--- config.mk ---
export PLATFORM = sky130hd
export DESIGN_NAME = i2c_bus_monitor
export DESIGN_NICKNAME = d
export VERILOG_FILES = /design/src/rtl/i2c_bus_monitor.sv
export SDC_FILE = /design/constraint.sdc
export NUM_CORES = 1
export LEC_CHECK = 0
export CAP_MARGIN = 5
export CORE_UTILIZATION = 50
export DETAILED_ROUTE_END_ITERATION = 12
export PLACE_DENSITY = 0.76
export SYNTH_ARGS = -nofsm -noshare
export SYNTH_HDL_FRONTEND = slang
export SYNTH_SLANG_ARGS = --single-unit
--- constraint.sdc ---
create_clock -name clk -period 2.65 [get_ports clk]
set_input_delay 0.53 -clock clk [delete_from_list [all_inputs] [get_ports clk]]
set_output_delay 0.53 -clock clk [all_outputs]
set_load 0.03 [all_outputs]
--- src/rtl/i2c_bus_monitor.sv ---
`default_nettype none
// ============================================================================
// Module   : i2c_bus_monitor
// Purpose  : Passive I2C frame decoder (sync, glitch filter, START/STOP, bytes)
// Revision : 1.0  initial release
// ============================================================================
module i2c_bus_monitor #(
    parameter int SYNC_STAGES = 2,
    parameter int FILT_LEN    = 3
) (
    input  logic       clk,
    input  logic       rst_n,
    input  logic       scl_raw,
    input  logic       sda_raw,
    output logic       bus_busy,
    output logic       start_pulse,
    output logic       stop_pulse,
    output logic [1:0] phase,
    output logic [3:0] bit_idx,
    output logic       addr_valid,
    output logic [6:0] addr,
    output logic       rw,
    output logic       data_valid,
    output logic [7:0] data,
    output logic       ack_valid,
    output logic       ack_n
);

    localparam int unsigned c_CNT_W = (FILT_LEN > 1) ? $clog2(FILT_LEN) : 1;
    localparam logic [c_CNT_W-1:0] c_CNT_MAX = c_CNT_W'(FILT_LEN - 1);

    typedef enum logic [1:0] {
        S_IDLE = 2'd0,
        S_ADDR = 2'd1,
        S_ACK  = 2'd2,
        S_DATA = 2'd3
    } state_t;

    logic [1:0] w_raw;
    logic [1:0] w_filt;

    assign w_raw = {sda_raw, scl_raw};

    // Index 0 is SCL, index 1 is SDA; both lines share the same latency so
    // their relative ordering is preserved through the filter.
    for (genvar i = 0; i < 2; i++) begin : g_line
        logic [SYNC_STAGES-1:0] r_sync;
        logic [c_CNT_W-1:0]     r_cnt;
        logic                   r_f;

        always_ff @(posedge clk or negedge rst_n) begin
            if (!rst_n) begin
                r_sync <= '1;
                r_cnt  <= '0;
                r_f    <= 1'b1;
            end else begin
                r_sync <= {r_sync[SYNC_STAGES-2:0], w_raw[i]};
                if (r_sync[SYNC_STAGES-1] == r_f) begin
                    r_cnt <= '0;
                end else if (r_cnt == c_CNT_MAX) begin
                    r_f   <= r_sync[SYNC_STAGES-1];
                    r_cnt <= '0;
                end else begin
                    r_cnt <= r_cnt + 1'b1;
                end
            end
        end

        assign w_filt[i] = r_f;
    end

    logic w_scl;
    logic w_sda;
    logic w_scl_rise;
    logic w_scl_fall;
    logic w_sda_rise;
    logic w_sda_fall;
    logic w_start;
    logic w_stop;

    state_t     r_state;
    logic       r_scl_prev;
    logic       r_sda_prev;
    logic       r_got_rise;
    logic [7:0] r_shift;
    logic [3:0] r_bit_idx;
    logic       r_busy;
    logic       r_start_pulse;
    logic       r_stop_pulse;
    logic       r_addr_valid;
    logic [6:0] r_addr;
    logic       r_rw;
    logic       r_data_valid;
    logic [7:0] r_data;
    logic       r_ack_valid;
    logic       r_ack_n;

    assign w_scl      = w_filt[0];
    assign w_sda      = w_filt[1];
    assign w_scl_rise =  w_scl & ~r_scl_prev;
    assign w_scl_fall = ~w_scl &  r_scl_prev;
    assign w_sda_rise =  w_sda & ~r_sda_prev;
    assign w_sda_fall = ~w_sda &  r_sda_prev;
    // SCL stable high across both cycles also rules out a coincident SCL edge.
    assign w_start    = w_sda_fall & w_scl & r_scl_prev;
    assign w_stop     = w_sda_rise & w_scl & r_scl_prev;

    always_ff @(posedge clk or negedge rst_n) begin
        if (!rst_n) begin
            r_state       <= S_IDLE;
            r_scl_prev    <= 1'b1;
            r_sda_prev    <= 1'b1;
            r_got_rise    <= 1'b0;
            r_shift       <= '0;
            r_bit_idx     <= '0;
            r_busy        <= 1'b0;
            r_start_pulse <= 1'b0;
            r_stop_pulse  <= 1'b0;
            r_addr_valid  <= 1'b0;
            r_addr        <= '0;
            r_rw          <= 1'b0;
            r_data_valid  <= 1'b0;
            r_data        <= '0;
            r_ack_valid   <= 1'b0;
            r_ack_n       <= 1'b0;
        end else begin
            r_scl_prev    <= w_scl;
            r_sda_prev    <= w_sda;
            r_start_pulse <= 1'b0;
            r_stop_pulse  <= 1'b0;
            r_addr_valid  <= 1'b0;
            r_data_valid  <= 1'b0;
            r_ack_valid   <= 1'b0;

            if (w_start) begin
                r_state       <= S_ADDR;
                r_busy        <= 1'b1;
                r_start_pulse <= 1'b1;
                r_bit_idx     <= '0;
                r_shift       <= '0;
                r_got_rise    <= 1'b0;
            end else if (w_stop) begin
                r_state      <= S_IDLE;
                r_busy       <= 1'b0;
                r_stop_pulse <= 1'b1;
                r_bit_idx    <= '0;
                r_got_rise   <= 1'b0;
            end else if (r_state != S_IDLE) begin
                if (w_scl_rise) begin
                    r_got_rise <= 1'b1;
                    case (r_state)
                        S_ADDR: begin
                            r_shift <= {r_shift[6:0], w_sda};
                            if (r_bit_idx == 4'd7) begin
                                r_addr       <= r_shift[6:0];
                                r_rw         <= w_sda;
                                r_addr_valid <= 1'b1;
                            end
                        end
                        S_DATA: begin
                            r_shift <= {r_shift[6:0], w_sda};
                            if (r_bit_idx == 4'd7) begin
                                r_data       <= {r_shift[6:0], w_sda};
                                r_data_valid <= 1'b1;
                            end
                        end
                        S_ACK: begin
                            r_ack_n     <= w_sda;
                            r_ack_valid <= 1'b1;
                        end
                        default: ;
                    endcase
                // The SCL fall that closes a START has no bit behind it.
                end else if (w_scl_fall && r_got_rise) begin
                    r_got_rise <= 1'b0;
                    case (r_state)
                        S_ADDR, S_DATA: begin
                            if (r_bit_idx == 4'd7) begin
                                r_state   <= S_ACK;
                                r_bit_idx <= 4'd8;
                            end else begin
                                r_bit_idx <= r_bit_idx + 4'd1;
                            end
                        end
                        S_ACK: begin
                            r_state   <= r_ack_n ? S_IDLE : S_DATA;
                            r_bit_idx <= '0;
                        end
                        default: ;
                    endcase
                end
            end
        end
    end

    assign bus_busy    = r_busy;
    assign start_pulse = r_start_pulse;
    assign stop_pulse  = r_stop_pulse;
    assign phase       = r_state;
    assign bit_idx     = r_bit_idx;
    assign addr_valid  = r_addr_valid;
    assign addr        = r_addr;
    assign rw          = r_rw;
    assign data_valid  = r_data_valid;
    assign data        = r_data;
    assign ack_valid   = r_ack_valid;
    assign ack_n       = r_ack_n;

endmodule
`default_nettype wire
==> results.yml <==
routing:
  drtIter0Drc: 90
  via_per_inst: 5.43
  wl_per_cell_um: 15.3
  vias: 1205
  drc: 0
  firstDrtPassIters: 4
  ant_nets: 0
  routed_wl_um: 3410
floorplan:
  rows: 22
  die-width_um: 64.6
  die_area_mm2: 0.00417
  core_mm2: 0.00372
  start_util_pct: 52.7
  ios: 33
  die_h_um: 64.6
final_layout:
  fin_area_mm2: 0.00240
  most-common-layout-cells: "41 x dfrtp_1, 31 x clkdlybuf4s50_1, 19 x mux2_2, 9 x a22o_1, 8 x dfstp_2"
  mostFrequentLayoutCell: "dfrtp_1"
  regArea_mm2: 0.00124
  multi_input_area_um2: 668
  fillCellCount: 285
  area_growth_pct: 22.4
  drive_above_1_share_pct: 24.1
  diodes: 0
  nNetsFinal: 178
place:
  dp_hpwl_um: 2310
  io_buffers: 32
  gp_congestion: 0.706
  placed_area_mm2: 0.00230
critical_path:
  worst_r2r_path_depth: 4
  r2r-start: "g_line[0].r_f"
  cpPeakStageDelay_ns: 0.76
  worstPathRequired_ns: 2.12
  critical_path.cell_chain: "clkdlybuf4s50_1"
  arrival_ns: 1.70
  crit_slowest_cell: "clkdlybuf4s50_1"
  crit_type: "flip-flop to primary output"
  path_buf_inv: 1
  cp_top_family: "buffers and inverters"
  r2r-end: "addr[0]"
  critical_path.startpoint: "phase[1]"
  cp_max_fo: 10
  r2r_slack_ns: 0.79
  start_kind: "flip-flop"
  critPathCaptureType: "primary output"
cts:
  cts.sinks: 49
  cts_inserted_buffers: 5
  post_cts_resized: 0
  clockRootBuffer: "clkbuf_8"
  cts_buffer_depth: 2
  h-tree-depth: 2
  clk-insertion-delay-late_ns: 0.30
  cts_tree: "done"
  cts.reportedPaths.clkPinSlew_ns: 0.08
  cts_setup_buffers: 0
  hold_buffers: 0
global_routing:
  antenna_found_initial: 0
  grt_pass1_vias: 1228
  track_usage_pct: 18.9
  gr-total-overflow: 0
  grt_pass1_wl_um: 5770
  grt_max_degree: 48
timing:
  drv_slew: 0
  whs_ns: 0.360
  timing.slew.headroom_pct: 34.5
  tns_ns: 0
  worst_pin_slew_ns: 0.982
  final-hold-violation-count: 0
  fin_skew_ns: 0.00924
  setup_viol: 0
  max_freq_ghz: 0.449
  fin_crit_sh_pct: 84.0
  rsz0062_at_grt: "false"
  min_period_ns: 2.23
min_path:
  min_path_type: "flip-flop to flip-flop"
  min_to: "g_line[0].r_sync[1]"
  worstHoldStart: "g_line[0].r_sync[0]"
  hold_depth: 0
job:
  cap_violations: 0
synthesis:
  syn_avg_cell_area_um2: 14.2
  netlist_area_mm2: 0.00196
  syn-num-nets: 143
  synthCells: 138
  synth_seq_area_share_pct: 63.1
  synth_cell_types: 35
  synth_warnings: 0
  ys_seq_elements: 49
run_status:
  status: "finished, final reports clean"
pwr:
  ir_drop_v: 0.000547
  power.leakage_nw: 1.12
  p_per_area_mw_per_mm2: 758
[registers in the layout, summed over array words and instances, names as in the netlist]
register	cells
data	8
addr	7
r_shift	7
bit_idx	4
g_line.r_cnt	4
g_line.r_sync	4
g_line.r_f	2
phase	2
ack_n	1
ack_valid	1
addr_valid	1
bus_busy	1
data_valid	1
r_got_rise	1
r_scl_prev	1
r_sda_prev	1
rw	1
start_pulse	1
stop_pulse	1
[cells by family after synthesis]
logic type / synth area share, %
flops: 63.1
compound gates: 9.14
buf+inv: 2.75
simple gates: 12.1
xor+xnor: 1.34
fa+ha+maj: 0.639
mux: 10.9
[report_power, final]
| group | internal [mW] | total (mW) | switching [mW] |
|---|---|---|---|
| combinational | 0.168 | 0.369 | 0.201 |
| sequential | 0.872 | 0.997 | 0.125 |
| clock | 0.212 | 0.450 | 0.238 |
[worst max-delay path by stage]
stage          depth (start not counted)        to
2_1_floorplan                          5   addr[0]
3_3_place_gp                           1  phase[1]
3_5_place_dp                           1  phase[1]
4_1_cts                                1  phase[1]
5_1_grt                                1  phase[1]
6_report                               1  phase[1]
[synth_stat cells (all sizes together)]
| cell | instances | area share, % |
|---|---|---|
| dfrtp | 41 | 52 |
| mux2 | 19 | 11 |
| a22o | 9 | 4.0 |
| dfstp | 8 | 11 |
| nand2 | 7 | 1.7 |
| o21ai | 6 | 1.5 |
| buf | 5 | 2.1 |
| a21oi | 4 | 1.0 |
| nor2 | 4 | 1.6 |
| nor3b | 4 | 1.5 |
| and3b | 3 | 1.3 |
| nor2b | 3 | 0.96 |
| nor3 | 3 | 0.77 |
| xnor2 | 3 | 1.3 |
| a21o | 2 | 0.77 |
| inv | 2 | 0.38 |
| nand3 | 2 | 1.2 |
| a211oi | 1 | 0.38 |
| a32o | 1 | 0.51 |
| a41oi | 1 | 0.45 |
| and2 | 1 | 0.32 |
| and4b | 1 | 0.51 |
| and4bb | 1 | 0.64 |
| clkbuf | 1 | 0.26 |
| ha | 1 | 0.64 |
| nand2b | 1 | 0.32 |
| nand3b | 1 | 0.38 |
| nor4bb | 1 | 0.51 |
| o22a | 1 | 0.45 |
| or2 | 1 | 0.32 |
[metal layers]
| layer | track usage (%) | up-vias | routed length (µm) |
|---|---|---|---|
| li1 | - | 563 | - |
| met1 | 24.4 | 604 | 1510 |
| met2 | 29.7 | 29 | 1690 |
| met3 | 4.75 | 9 | 111 |
| met4 | 9.17 | 0 | 93 |
| met5 | 0 | - | 0 |
[final cells by class]
type / count / share of cell area (%)
timing repair buffer: 34 / 13.8
clock buffer: 7 / 3.60
clock inverter: 1 / 0.313
multi-input combinational: 81 / 27.9
sequential: 49 / 51.6
tap: 48 / 2.51
inverter: 2 / 0.313
[through the flow]
| stage | worst slack, ns | power (mW) | utilization [%] | instances |
|---|---|---|---|---|
| final | 0.425 | 1.82 | 64.5 | 222 |
| after global routing | 0.367 | 1.92 | 64.5 | 222 |
| after CTS | 0.429 | 1.83 | 64.5 | 222 |
| after detailed placement | 0.765 | 1.38 | 62.0 | 214 |
| after global placement | 0.786 | 1.35 | 62.0 | 214 |
| after floorplan | 0.857 | 1.27 | - | 138 |
Power figures use the tool's default switching activity.
